File: config.mk
export PLATFORM = sky130hd
export DESIGN_NAME = seg7_scan_driver
export DESIGN_NICKNAME = d
export VERILOG_FILES = /design/src/rtl/seg7_pkg.sv /design/src/rtl/seg7_hex_decode.sv /design/src/rtl/seg7_scan_driver.sv
export SDC_FILE = /design/constraint.sdc
export NUM_CORES = 1
export LEC_CHECK = 0
export BUFFER_PORTS_ARGS = -buffer_cell sky130_fd_sc_hd__clkbuf_2
export CAP_MARGIN = 20
export CORE_ASPECT_RATIO = 1.2
export CORE_MARGIN = 3
export CORE_UTILIZATION = 54
export DETAILED_ROUTE_END_ITERATION = 16
export PLACE_DENSITY = 0.78
export SLEW_MARGIN = 20
export SYNTH_ARGS = -nofsm -noshare
export SYNTH_HDL_FRONTEND = slang
export SYNTH_SLANG_ARGS = --single-unit
File: constraint.sdc
create_clock -name clk -period 3.98 [get_ports clk]
set_input_delay 0.796 -clock clk [delete_from_list [all_inputs] [get_ports clk]]
set_output_delay 0.796 -clock clk [all_outputs]
set_load 0.01 [all_outputs]
File: src/rtl/seg7_pkg.sv
// Shared seven-segment definitions: glyph table (g..a, active-low) and hex decode helper.
package seg7_pkg;

  typedef logic [6:0] seg_t;

  localparam seg_t GLYPH_0   = 7'b1000000;
  localparam seg_t GLYPH_1   = 7'b1111001;
  localparam seg_t GLYPH_2   = 7'b0100100;
  localparam seg_t GLYPH_3   = 7'b0110000;
  localparam seg_t GLYPH_4   = 7'b0011001;
  localparam seg_t GLYPH_5   = 7'b0010010;
  localparam seg_t GLYPH_6   = 7'b0000010;
  localparam seg_t GLYPH_7   = 7'b1111000;
  localparam seg_t GLYPH_8   = 7'b0000000;
  localparam seg_t GLYPH_9   = 7'b0010000;
  localparam seg_t GLYPH_A   = 7'b0001000;
  localparam seg_t GLYPH_B   = 7'b0000011;
  localparam seg_t GLYPH_C   = 7'b1000110;
  localparam seg_t GLYPH_D   = 7'b0100001;
  localparam seg_t GLYPH_E   = 7'b0000110;
  localparam seg_t GLYPH_F   = 7'b0001110;
  localparam seg_t SEG_BLANK = 7'b1111111;

  function automatic seg_t hex_decode(input logic [3:0] nib, input logic blank);
    seg_t seg;
    if (blank) begin
      seg = SEG_BLANK;
    end else begin
      case (nib)
        4'h0:    seg = GLYPH_0;
        4'h1:    seg = GLYPH_1;
        4'h2:    seg = GLYPH_2;
        4'h3:    seg = GLYPH_3;
        4'h4:    seg = GLYPH_4;
        4'h5:    seg = GLYPH_5;
        4'h6:    seg = GLYPH_6;
        4'h7:    seg = GLYPH_7;
        4'h8:    seg = GLYPH_8;
        4'h9:    seg = GLYPH_9;
        4'hA:    seg = GLYPH_A;
        4'hB:    seg = GLYPH_B;
        4'hC:    seg = GLYPH_C;
        4'hD:    seg = GLYPH_D;
        4'hE:    seg = GLYPH_E;
        default: seg = GLYPH_F;
      endcase
    end
    return seg;
  endfunction

endpackage

File: src/rtl/seg7_hex_decode.sv
// Combinational nibble-to-glyph decoder; output is always the active-low pattern.
module seg7_hex_decode
  import seg7_pkg::*;
(
  input  logic [3:0] i_nibble,
  input  logic       i_blank,
  output seg_t       o_seg
);

  assign o_seg = hex_decode(i_nibble, i_blank);

endmodule

File: src/rtl/seg7_scan_driver.sv
// Multiplexed seven-segment scan driver with frame-synchronous content update,
// per-digit blanking and leading-zero suppression.
module seg7_scan_driver
  import seg7_pkg::*;
#(
  parameter int NUM_DIGITS  = 4,
  parameter int REFRESH_DIV = 50000,
  parameter int ACTIVE_LOW  = 1
) (
  input  logic                    clk,
  input  logic                    rst_n,
  input  logic                    load,
  output logic                    ready,
  input  logic [4*NUM_DIGITS-1:0] value,
  input  logic [NUM_DIGITS-1:0]   blank_mask,
  input  logic                    lz_suppress,
  output logic [6:0]              D_SEG,
  output logic [NUM_DIGITS-1:0]   dig_en,
  output logic                    frame_start
);

  localparam int CNT_W = (REFRESH_DIV > 1) ? $clog2(REFRESH_DIV) : 1;
  localparam int IDX_W = 3;
  localparam logic [CNT_W-1:0] CNT_MAX = CNT_W'(REFRESH_DIV - 1);
  localparam logic [IDX_W-1:0] IDX_MAX = IDX_W'(NUM_DIGITS - 1);
  localparam seg_t                  SEG_OFF = (ACTIVE_LOW != 0) ? SEG_BLANK : ~SEG_BLANK;
  localparam logic [NUM_DIGITS-1:0] DIG_OFF = (ACTIVE_LOW != 0) ? '1 : '0;

  logic [CNT_W-1:0]        r_cnt;
  logic [IDX_W-1:0]        r_idx;
  logic [4*NUM_DIGITS-1:0] r_pend_val, r_act_val;
  logic [NUM_DIGITS-1:0]   r_pend_mask, r_act_mask;
  logic                    r_pend_lz, r_act_lz, r_pend_valid;
  seg_t                    r_seg;
  logic [NUM_DIGITS-1:0]   r_dig;
  logic                    r_fs;

  logic                    w_tick, w_last, w_bound, w_copy, w_accept;
  logic [CNT_W-1:0]        w_cnt_nxt;
  logic [IDX_W-1:0]        w_idx_nxt;
  logic [4*NUM_DIGITS-1:0] w_val_nxt;
  logic [NUM_DIGITS-1:0]   w_mask_nxt, w_lzb, w_onehot;
  logic                    w_lz_nxt, w_blank;
  logic [3:0]              w_nib;
  seg_t                    w_seg;

  assign w_tick    = (r_cnt == CNT_MAX);
  assign w_last    = (r_idx == IDX_MAX);
  assign w_bound   = w_tick && w_last;
  assign w_cnt_nxt = w_tick ? '0 : r_cnt + 1'b1;
  assign w_idx_nxt = !w_tick ? r_idx : (w_last ? '0 : r_idx + 3'd1);

  // A load accepted on the boundary tick only sets pending; it is copied at the next boundary.
  assign w_accept   = load && !r_pend_valid;
  assign w_copy     = w_bound && r_pend_valid;
  assign w_val_nxt  = w_copy ? r_pend_val  : r_act_val;
  assign w_mask_nxt = w_copy ? r_pend_mask : r_act_mask;
  assign w_lz_nxt   = w_copy ? r_pend_lz   : r_act_lz;

  // Outputs are decoded from next-state index/content so they land with the index update.
  always_comb begin
    logic run;
    w_lzb    = '0;
    w_onehot = '0;
    w_nib    = '0;
    w_blank  = 1'b0;
    run      = w_lz_nxt;
    for (int unsigned i = NUM_DIGITS - 1; i > 0; i--) begin
      run      = run && (w_val_nxt[4*i +: 4] == 4'h0);
      w_lzb[i] = run;
    end
    for (int unsigned i = 0; i < NUM_DIGITS; i++) begin
      w_onehot[i] = (w_idx_nxt == IDX_W'(i));
      if (w_onehot[i]) begin
        w_nib   = w_val_nxt[4*i +: 4];
        w_blank = w_mask_nxt[i] | w_lzb[i];
      end
    end
  end

  seg7_hex_decode u_dec (
    .i_nibble (w_nib),
    .i_blank  (w_blank),
    .o_seg    (w_seg)
  );

  always_ff @(posedge clk or negedge rst_n) begin
    if (!rst_n) begin
      r_cnt        <= '0;
      r_idx        <= '0;
      r_pend_val   <= '0;
      r_pend_mask  <= '0;
      r_pend_lz    <= 1'b0;
      r_pend_valid <= 1'b0;
      r_act_val    <= '0;
      r_act_mask   <= '1;
      r_act_lz     <= 1'b0;
      r_seg        <= SEG_OFF;
      r_dig        <= DIG_OFF;
      r_fs         <= 1'b0;
    end else begin
      r_cnt      <= w_cnt_nxt;
      r_idx      <= w_idx_nxt;
      r_act_val  <= w_val_nxt;
      r_act_mask <= w_mask_nxt;
      r_act_lz   <= w_lz_nxt;
      if (w_accept) begin
        r_pend_val   <= value;
        r_pend_mask  <= blank_mask;
        r_pend_lz    <= lz_suppress;
        r_pend_valid <= 1'b1;
      end else if (w_copy) begin
        r_pend_valid <= 1'b0;
      end
      r_seg <= (ACTIVE_LOW != 0) ? w_seg : ~w_seg;
      r_dig <= (ACTIVE_LOW != 0) ? ~w_onehot : w_onehot;
      r_fs  <= w_bound;
    end
  end

  assign ready       = !r_pend_valid;
  assign D_SEG       = r_seg;
  assign dig_en      = r_dig;
  assign frame_start = r_fs;

endmodule
==> impl_metrics.csv <==
group,metric,value,unit
logic_synthesis,synth.top_cell.area_share,0.420,
cts,post_cts_buffers,0,
power,p_leak,2.02,nW
sta,finalMaxSlewViolations,0,
global_route,grt_pass1_vias,2562,
global_route,overflow,0,
cells_and_area,drive_gt1_frac,0.312,
logic_synthesis,async_reset_ff_frac,1.00,
floorplanning,std_cell_rows,31,
cts,tritoncts,"done",
placed_design,place.gp.congestion,0.874,
drt,drt-total-wl,7010,um
global_route,grt_pass1_wl,12200,um
power,p_total,1.57,mW
cells_and_area,final_core_utilization,0.661,
sta,fin_crit_sh,0.907,
critical_path,path_class,"reg2reg",
logic_synthesis,yosysUniqueCellTypes,56,
critical_path,crit_path_end_kind,"flip-flop",
placed_design,placed_area,3820,um2
critical_path,cp_max_fo,6,
logic_synthesis,synth_flop_cell,"dfrtp_1",
floorplanning,dieArea,7510,um2
sta,worst_hold_slack,0.465,ns
drt,vias,2508,
cts,cts.hold.buffers_added,0,
sta,clock.fmax,277,MHz
cells_and_area,area_delta_synth_final,16.1,%
cts,clock_latency,0.35,ns
logic_synthesis,synth_common_cells,"dfrtp_1 (59), nand2_1 (36), mux2_2 (23)",
drt,drtAntennaViolNets,0,
cts,cts-resized-gates,0,
logic_synthesis,syn_inst,311,
critical_path,worstPathRequired,4.24,ns
power,power_density,385,nW/um2
sta,min_period,3.61,ns
logic_synthesis,synth_warnings,0,
cts,cts_buffers,9,
hold_path,worstHoldPathType,"reg2reg",
sta,fin_worst_skew,0.00968,ns
floorplanning,dieWidth,79.6,um
sta,max_slew_margin,0.318,
cells_and_area,fillCellCount,465,
logic_synthesis,yosys_register_bits,74,
critical_path,critPathLaunchType,"flip-flop",
floorplanning,die_h,94.3,um
run,drv_cap,0,
power,ir_drop,0.000355,V
floorplanning,io_pins,37,
sta,rsz0062_at_grt,"no",
cells_and_area,multi_input_area,1540,um2
cells_and_area,final_cells,444,
placed_design,dpl.cell_count,428,
cts,clkSlewWorstSetupHoldPaths,0.08,ns
cells_and_area,nets,388,
drt,drt_first_iter_violations,138,
logic_synthesis,yosysTopAreaCell,"dfrtp_1",
sta,setup_viol,0,
placed_design,dp_slack,0.405,ns
sta,worst_pin_slew,1.02,ns
drt,drc_errors,0,
cts,htree_num_levels,3,
cts,clock-sinks,74,
logic_synthesis,netlist_area,3510,um2
logic_synthesis,synthesis.nets,342,
placed_design,dpl.hpwl,5250,um
drt,viasPerCell,5.65,
global_route,grt_max_degree,52,
drt,wire_per_inst,15.8,um
sta,worst_slack,0.372,ns
logic_synthesis,synth_edf_count,0,
logic_synthesis,synth_most_common_cell,"dfrtp_1",
cts,cts-root-buf,"clkbuf_8",
logic_synthesis,ys_seq_area_frac,0.533,
floorplanning,initial_utilization,0.569,
cells_and_area,diodes,0,
logic_synthesis,ys_top_cells_by_area,"dfrtp_1 (42%), dfstp_2 (11%), mux2_2 (7.4%), nand2_1 (3.8%), mux2i_1 (3.7%)",
critical_path,critPathArrivalTime,3.87,ns
sta,hold_violations,0,
cts,clockBufferDepth,2,
global_route,track_usage,0.212,
placed_design,io_buffer_count,36,
drt,dr.pass1.iters,4,
cells_and_area,fin_area,4080,um2
status,status,"finished clean",
cells_and_area,regArea,1870,um2
logic_synthesis,postSynthAreaPerCell,11.3,um2
sta,tns,0,ns
global_route,antenna_found_initial,0,
floorplanning,core,6170,um2
-- state kept, by name (all words and copies together), names as in the netlist --
register and flops:
D_SEG 7, r_pend_mask 4, r_cnt 16, frame_start 1, r_act_lz 1, r_pend_val 16
r_act_mask 4, dig_en 4, r_idx 3, r_act_val 16, r_pend_valid 1, r_pend_lz 1
-- placed cells by master (no fill, tap or decap), types with 5 or more instances in the layout --
cell,count
o211ai_1,5
xnor2_1,5
mux2_2,23
nor3_1,7
and3_1,5
nand2_1,36
dfrtp_1,59
ha_1,7
dfstp_2,15
inv_1,15
buf_4,10
clkbuf_8,11
nor2_1,18
clkbuf_2,35
nand3_1,16
xor2_1,9
o21ai_0,6
or4_1,5
mux2i_1,13
-- final cells by class --
type                            count  share of cell area
Clock buffer                       12              0.0380
Clock inverter                      4              0.0239
Inverter                           16              0.0147
Multi-Input combinational cell    211               0.378
Sequential cell                    74               0.459
Tap cell                           82              0.0252
Timing Repair Buffer               45              0.0614
-- kinds of logic after synthesis --
logic type      after synthesis  share of synthesized area
simple gates                113                      0.175
flops                        74                      0.533
compound gates               40                     0.0891
mux                          37                      0.114
buf+inv                      26                     0.0292
xor+xnor                     14                     0.0349
fa+ha+maj                     7                     0.0249
-- worst max-delay path, stage by stage (launching register included) --
cell,delay [ns]
dfrtp_1,0.43
or4bb_4,0.59
or4_1,0.70
nor4b_2,0.30
nor3_1,0.14
o221ai_1,0.21
a22o_1,0.30
ha_1,0.21
or3b_4,0.39
a21o_1,0.17
o211ai_1,0.10
-- path summary, 6_finish.rpt --
check                           endpoint           from  cells past startpoint  slack (ns)
setup / recovery                D_SEG[3]       r_cnt[4]                     10        0.37
hold / removal             r_act_mask[3]  r_act_mask[3]                      2        0.46
setup reg to reg                D_SEG[3]       r_cnt[4]                     10        0.37
hold reg to reg            r_act_mask[3]  r_act_mask[3]                      2        0.46
max in group asynchronous   r_act_val[5]          rst_n                      2        2.86
min in group asynchronous       r_idx[1]          rst_n                      1        0.47
-- power by group --
part           total, mW  switching, mW  internal, mW
clock              0.719          0.268         0.451
combinational     0.0538         0.0241        0.0297
sequential         0.797         0.0192         0.777
total               1.57          0.311          1.26
-- routing by layer --
metal	vias up	GRT usage	routed length, um
met1	1233	0.270	3010
li1	1199	-	-
met5	-	0	0
met4	0	0.105	159
met2	60	0.340	3490
met3	16	0.0515	343
Power figures use the tool's default switching activity.
